File: src/rtl/paddle2quad_pkg.sv
// paddle2quad shared types and constants.
// Imported by the tracker top and the phase sub-module.
package paddle2quad_pkg;

    typedef enum logic [0:0] {
        IDLE = 1'b0,
        STEP = 1'b1
    } state_e;

    localparam logic [7:0] POS_CENTRE = 8'h80;

    // Packed Gray table, entry n at bits [2n+1:2n]: 00,01,11,10
    localparam logic [7:0] GRAY_TBL = 8'b10_11_01_00;

    function automatic logic [1:0] gray(input logic [1:0] ph);
        return GRAY_TBL[{ph, 1'b0} +: 2];
    endfunction

endpackage

File: src/rtl/paddle2quad_quad_phase.sv
// quad_phase: 2-bit up/down phase counter with Gray-coded output.
// One instance per player channel.
module quad_phase
    import paddle2quad_pkg::*;
(
    input  logic       clk,
    input  logic       reset,
    input  logic       up,
    input  logic       dn,
    input  logic       hold,
    output logic [1:0] steer
);

    logic [1:0] ph_q;
    logic [1:0] ph_d;

    always_comb begin
        ph_d = ph_q;
        if (!hold) begin
            if (up && !dn) begin
                ph_d = ph_q + 2'd1;
            end else if (dn && !up) begin
                ph_d = ph_q - 2'd1;
            end
        end
    end

    always_ff @(posedge clk) begin
        if (reset) begin
            ph_q <= 2'd0;
        end else begin
            ph_q <= ph_d;
        end
    end

    assign steer = gray(ph_q);

endmodule

File: src/rtl/paddle2quad.sv
// paddle2quad: rate-limited tracker turning an absolute paddle
// position into a quadrature step stream for the core encoder.
module paddle2quad
    import paddle2quad_pkg::*;
#(
    parameter int CLKDIV   = 5500,
    parameter int DEADBAND = 2
) (
    input  logic       clk_sys,
    input  logic       reset,
    input  logic       enable,
    input  logic [7:0] paddle,
    output logic [1:0] steer,
    output logic [7:0] pos,
    output logic       busy
);

    localparam int DW = (CLKDIV > 2) ? $clog2(CLKDIV) : 1;
    localparam logic [DW-1:0] DIV_LAST = DW'(CLKDIV - 1);

    logic [7:0]    p_q;
    logic [7:0]    tgt_q, tgt_d;
    logic [7:0]    cur_q, cur_d;
    logic [DW-1:0] div_q, div_d;
    state_e        state_q, state_d;
    logic          en_q;

    logic              rise;
    logic              tick;
    logic              step_up;
    logic              step_dn;
    logic              retgt;
    logic signed [8:0] diff;
    logic        [8:0] mag;

    assign rise = enable & ~en_q;
    assign tick = enable & (div_q == DIV_LAST);

    // 9-bit signed difference: no wrap between 0x00 and 0xFF
    assign diff  = $signed({1'b0, p_q}) - $signed({1'b0, tgt_q});
    assign mag   = diff[8] ? $unsigned(-diff) : $unsigned(diff);
    assign retgt = (mag > 9'(DEADBAND));

    assign step_up = enable & ~rise & tick
                   & (state_q == STEP) & (cur_q < tgt_q);
    assign step_dn = enable & ~rise & tick
                   & (state_q == STEP) & (cur_q > tgt_q);

    always_comb begin
        div_d   = div_q;
        cur_d   = cur_q;
        tgt_d   = tgt_q;
        state_d = state_q;
        if (!enable || rise || tick) begin
            div_d = '0;
        end else begin
            div_d = div_q + DW'(1);
        end
        if (rise) begin
            cur_d   = p_q;
            tgt_d   = p_q;
            state_d = IDLE;
        end else if (enable) begin
            // Step uses the pre-retarget tgt when both land together
            if (step_up) begin
                cur_d = cur_q + 8'd1;
            end else if (step_dn) begin
                cur_d = cur_q - 8'd1;
            end
            if (retgt) begin
                tgt_d = p_q;
            end
            unique case (state_q)
                IDLE: if (cur_q != tgt_q) state_d = STEP;
                STEP: if (cur_q == tgt_q) state_d = IDLE;
                default: state_d = IDLE;
            endcase
        end
    end

    always_ff @(posedge clk_sys) begin
        p_q <= paddle;
        if (reset) begin
            tgt_q   <= POS_CENTRE;
            cur_q   <= POS_CENTRE;
            div_q   <= '0;
            state_q <= IDLE;
            en_q    <= 1'b0;
        end else begin
            tgt_q   <= tgt_d;
            cur_q   <= cur_d;
            div_q   <= div_d;
            state_q <= state_d;
            en_q    <= enable;
        end
    end

    quad_phase u_phase (
        .clk   (clk_sys),
        .reset (reset),
        .up    (step_up),
        .dn    (step_dn),
        .hold  (~enable | rise),
        .steer (steer)
    );

    assign pos  = cur_q;
    assign busy = (state_q == STEP);

endmodule

File: config.mk
export PLATFORM = sky130hd
export DESIGN_NAME = paddle2quad
export DESIGN_NICKNAME = d
export VERILOG_FILES = /design/src/rtl/paddle2quad_pkg.sv /design/src/rtl/paddle2quad_quad_phase.sv /design/src/rtl/paddle2quad.sv
export SDC_FILE = /design/constraint.sdc
export NUM_CORES = 1
export LEC_CHECK = 0
export ABC_AREA = 1
export CORE_ASPECT_RATIO = 0.5
export CORE_MARGIN = 5
export CORE_UTILIZATION = 57
export CTS_CLUSTER_SIZE = 30
export DETAILED_ROUTE_END_ITERATION = 7
export GPL_TIMING_DRIVEN = 1
export PLACE_DENSITY = 0.81
export SYNTH_ARGS = -nofsm -noshare
export SYNTH_HDL_FRONTEND = slang
export SYNTH_SLANG_ARGS = --single-unit
File: constraint.sdc
create_clock -name clk_sys -period 7.9 [get_ports clk_sys]
set_clock_uncertainty 0.1 [all_clocks]
set_input_delay 1.58 -clock clk_sys [delete_from_list [all_inputs] [get_ports clk_sys]]
set_output_delay 1.58 -clock clk_sys [all_outputs]
set_load 0.1 [all_outputs]
==> metrics.md <==
| Metric | Value |
|---|---|
| Status | complete, no violations |
| FILL cells | 438 |
| Worst r2r dst | pos[7]$_SDFFE_PP1P_ |
| Post-synth cell types | 38 |
| Ant diodes | 0 |
| Data arrival, critical path | 5.31 ns |
| Setup WS post-layout | 2.675 ns |
| Worst R2R Path Depth | 19 |
| Maximum VDD drop | 0.1529 mV |
| Mapped Area | 2785 um^2 |
| Initial antenna violation count | 0 |
| Pin count of the biggest net entering global routing | 22 |
| Post-DP HPWL | 4772 um |
| # hold bufs at CTS | 0 |
| DIE AREA | 6469 um^2 |
| Synth-to-Final Area Change | 13.43% |
| CP Launch Type | primary input |
| Number of global-route vias before repair | 2411 |
| Syn Area/Cell | 6.894 um^2 |
| Most common cell after layout, fill and taps aside | nand2_1 |
| Grt ovf | 0 |
| Critical path type | primary input to register |
| RSZ-0062 raised after global routing | no |
| Flop2flop setup slack | 4.50 ns |
| Seq/Total Area, Yosys | 0.2947 |
| Clk sinks | 41 |
| Clock-pin transition on the worst setup and hold timing paths | 0.07 ns |
| CP delay by family, top | simple AND/OR/NAND/NOR gates |
| Maxcap violations | 0 |
| Worst Setup End Kind | register |
| Mapped Nets | 441 |
| Slowest stage cell, crit path | clkdlybuf4s50_1 |
| Register bit total from synthesis | 41 |
| Cell Rows | 18 |
| Endpoints failing setup | 0 |
| Final setup TNS | 0 ns |
| 1st-iter DRT viols | 167 |
| Core area | 4820 um^2 |
| Relative slew slack | 0.3381 |
| Leak | 1.469 nW |
| CTS buffer count | 5 |
| Crit path time final | 5.225 ns |
| Tot GR Track Use | 0.2007 |
| Cell count after synthesis | 404 |
| Hold path start | div_q[0]$_SDFF_PP0_ |
| Root buffer cell | clkbuf_8 |
| Min-delay worst type | register to register |
| Number of port buffers | 21 |
| Final WL | 5988 um |
| Clock latency on the worst-skew pair | 0.30 ns |
| F_max | 191.4 MHz |
| Drt drc | 0 |
| Final ANT Viol Nets | 0 |
| P per Cell Area | 189.9 nW/um^2 |
| Reg2reg start | tgt_q[1]$_SDFFE_PP0P_ |
| Pre-CTS WS | 2.402 ns |
| Crit path buf inv count | 2 |
| CP cell instances | clkdlybuf4s50_1 > inv_2 > nor4_1 > nand3_1 > nor3_2 > nand2_1 > ha_1 > a21oi_1 > nand2_1 > nand2_1 > nand2_1 > a21oi_1 > o21ai_0 > a21oi_1 > a21oi_1 > o21ai_0 > nand2_1 |
| Max clock buf depth | 2 |
| I/O pin total | 22 |
| Nets | 462 |
| Initial Util | 0.5779 |
| Final Hold Viols | 0 |
| Crit-path max FO | 21 |
| Drt wl/cell | 12.07 um |
| Die width | 108.9 um |
| Vias | 2580 |
| CTS tree | done |
| Hold Path Stages | 1 |
| Final slew viol count | 0 |
| Final period utilization | 0.6614 |
| Crit path largest cell delay | 0.99 ns |
| Placer congestion estimate | 0.9218 |
| Worst-Margin Slew | 0.9898 ns |
| Ys Warns | 0 |
| Area taken by multi-input logic gates | 1710 um^2 |
| Via density | 5.202 |
| Worst EP required | 7.99 ns |
| CTS resizes | 0 |
| Most frequent cells in the layout | nand2_1 (91), inv_1 (49), dfxtp_1 (41) |
| Number of iterations in the first detailed-routing pass | 5 |
| Die Ht | 59.43 um |
| Global-route wire length before repair | 10320 um |
| Hold worst-path end | div_q[0]$_SDFF_PP0_ |
| CP dominant cell by count | nand2_1 |
| Sequential Area | 820.8 um^2 |
| H-tree depth | 2 |
| Postcts setup bufs | 0 |
| Share of cells above drive strength 1 | 0.08685 |
==> state kept, by name, indices dropped and copies added (netlist names) <==
register	flops
u_phase.ph_q	2
p_q	8
tgt_q	8
pos	8
div_q	13
busy	1
en_q	1
==> report_power, final <==
group / leakage (nW) / total, mW / internal [mW] / switching [mW]
Sequential: 0.338 / 0.226 / 0.216 / 0.00999
Combinational: 1.07 / 0.199 / 0.0689 / 0.130
Clock: 0.0585 / 0.174 / 0.103 / 0.0713
==> how the worst max path moves through the flow <==
stage / startpoint / endpoint / cells after the start
finish: enable / pos[7]$_SDFFE_PP1P_ / 17
global route: enable / pos[7]$_SDFFE_PP1P_ / 17
CTS: enable / pos[7]$_SDFFE_PP1P_ / 17
detailed placement: enable / pos[7]$_SDFFE_PP1P_ / 17
global placement: enable / pos[7]$_SDFFE_PP1P_ / 17
floorplan: enable / pos[7]$_SDFFE_PP1P_ / 16
==> Yosys cell counts <==
cell	instances	area, um^2
nor4_1	6	37.54
nand3_1	32	160.2
nor3_2	1	10.01
o21a_1	1	7.510
nor3b_1	3	22.52
nor3_1	8	40.04
o21ai_2	2	17.52
nand2_4	1	11.26
clkinv_1	1	3.750
nand2_1	91	341.6
o21ai_0	16	80.08
buf_4	1	7.510
nor2_4	2	22.52
or2_2	2	12.51
dfxtp_1	41	820.8
fa_1	2	40.04
nand2_2	6	37.54
buf_2	2	10.01
o211ai_1	2	15.01
nor2_1	38	142.6
inv_2	7	26.28
inv_1	49	183.9
clkbuf_1	2	7.510
buf_1	1	3.750
nand3_2	3	30.03
a21oi_2	2	17.52
and2_1	1	6.260
buf_6	1	11.26
xnor2_1	2	17.52
xor2_1	8	70.07
nor2_8	1	20.02
a21oi_1	30	150.1
nand4_1	7	43.79
nand3b_1	2	15.01
ha_1	24	300.3
a21o_1	2	15.01
o21bai_1	1	7.510
nor2_2	3	18.77
==> kinds of logic (layout without fill, tap and decap cells) <==
group                      Yosys count  after routing  synth area share
AOI/OAI and AO/OA                   56             56            0.1114
DFF                                 41             41            0.2947
buffers and inverters               64             86           0.09120
and+or+nand+nor                    207            207            0.3491
xor gates and xnor gates            10             10           0.03145
adders and majority gates           26             26            0.1222
==> layout make-up <==
| class | instances | share of cell area |
|---|---|---|
| clock buffers | 7 | 0.02733 |
| clock inverters | 1 | 0.009505 |
| inverters | 57 | 0.06772 |
| multi-input cells | 299 | 0.5414 |
| flip-flops and latches | 41 | 0.2598 |
| well taps | 70 | 0.02772 |
| repair buffers | 21 | 0.06653 |
==> worst register-to-register path, delay by kind of cell (launching register included) <==
family	cells	cell delay, ns
buffers and inverters	2	0.16
AND/OR/NAND/NOR	7	0.70
flip-flops	1	0.34
adder cells (fa/ha/maj)	2	0.75
AO/OA/AOI/OAI	8	1.27
==> metrics by stage <==
| stage | util | std cells | total power, mW | hold WS (ns) | instance area (um^2) |
|---|---|---|---|---|---|
| 6_report | 0.6555 | 496 | 0.5998 | 0.3516 | 3159 |
| 5_1_grt | 0.6555 | 496 | 0.6388 | 0.3754 | 3159 |
| 4_1_cts | 0.6555 | 496 | 0.6025 | 0.3573 | 3159 |
| 3_5_place_dp | 0.6314 | 488 | 0.4295 | 0.3391 | 3043 |
| 3_3_place_gp | 0.6314 | 488 | 0.4209 | 0.3290 | 3043 |
| 2_1_floorplan | - | 404 | 0.3880 | 0.3175 | 2785 |
==> metal layers <==
layer	share of wire	global-route usage	vias up	wire, um
met5	0	0	-	0
met4	0.0095	0.06115	0	57
met3	0.054	0.04244	8	321
met2	0.48	0.3591	64	2899
met1	0.45	0.2457	1150	2709
li1	-	-	1358	-
No activity file was read; power rests on OpenSTA's default activity.
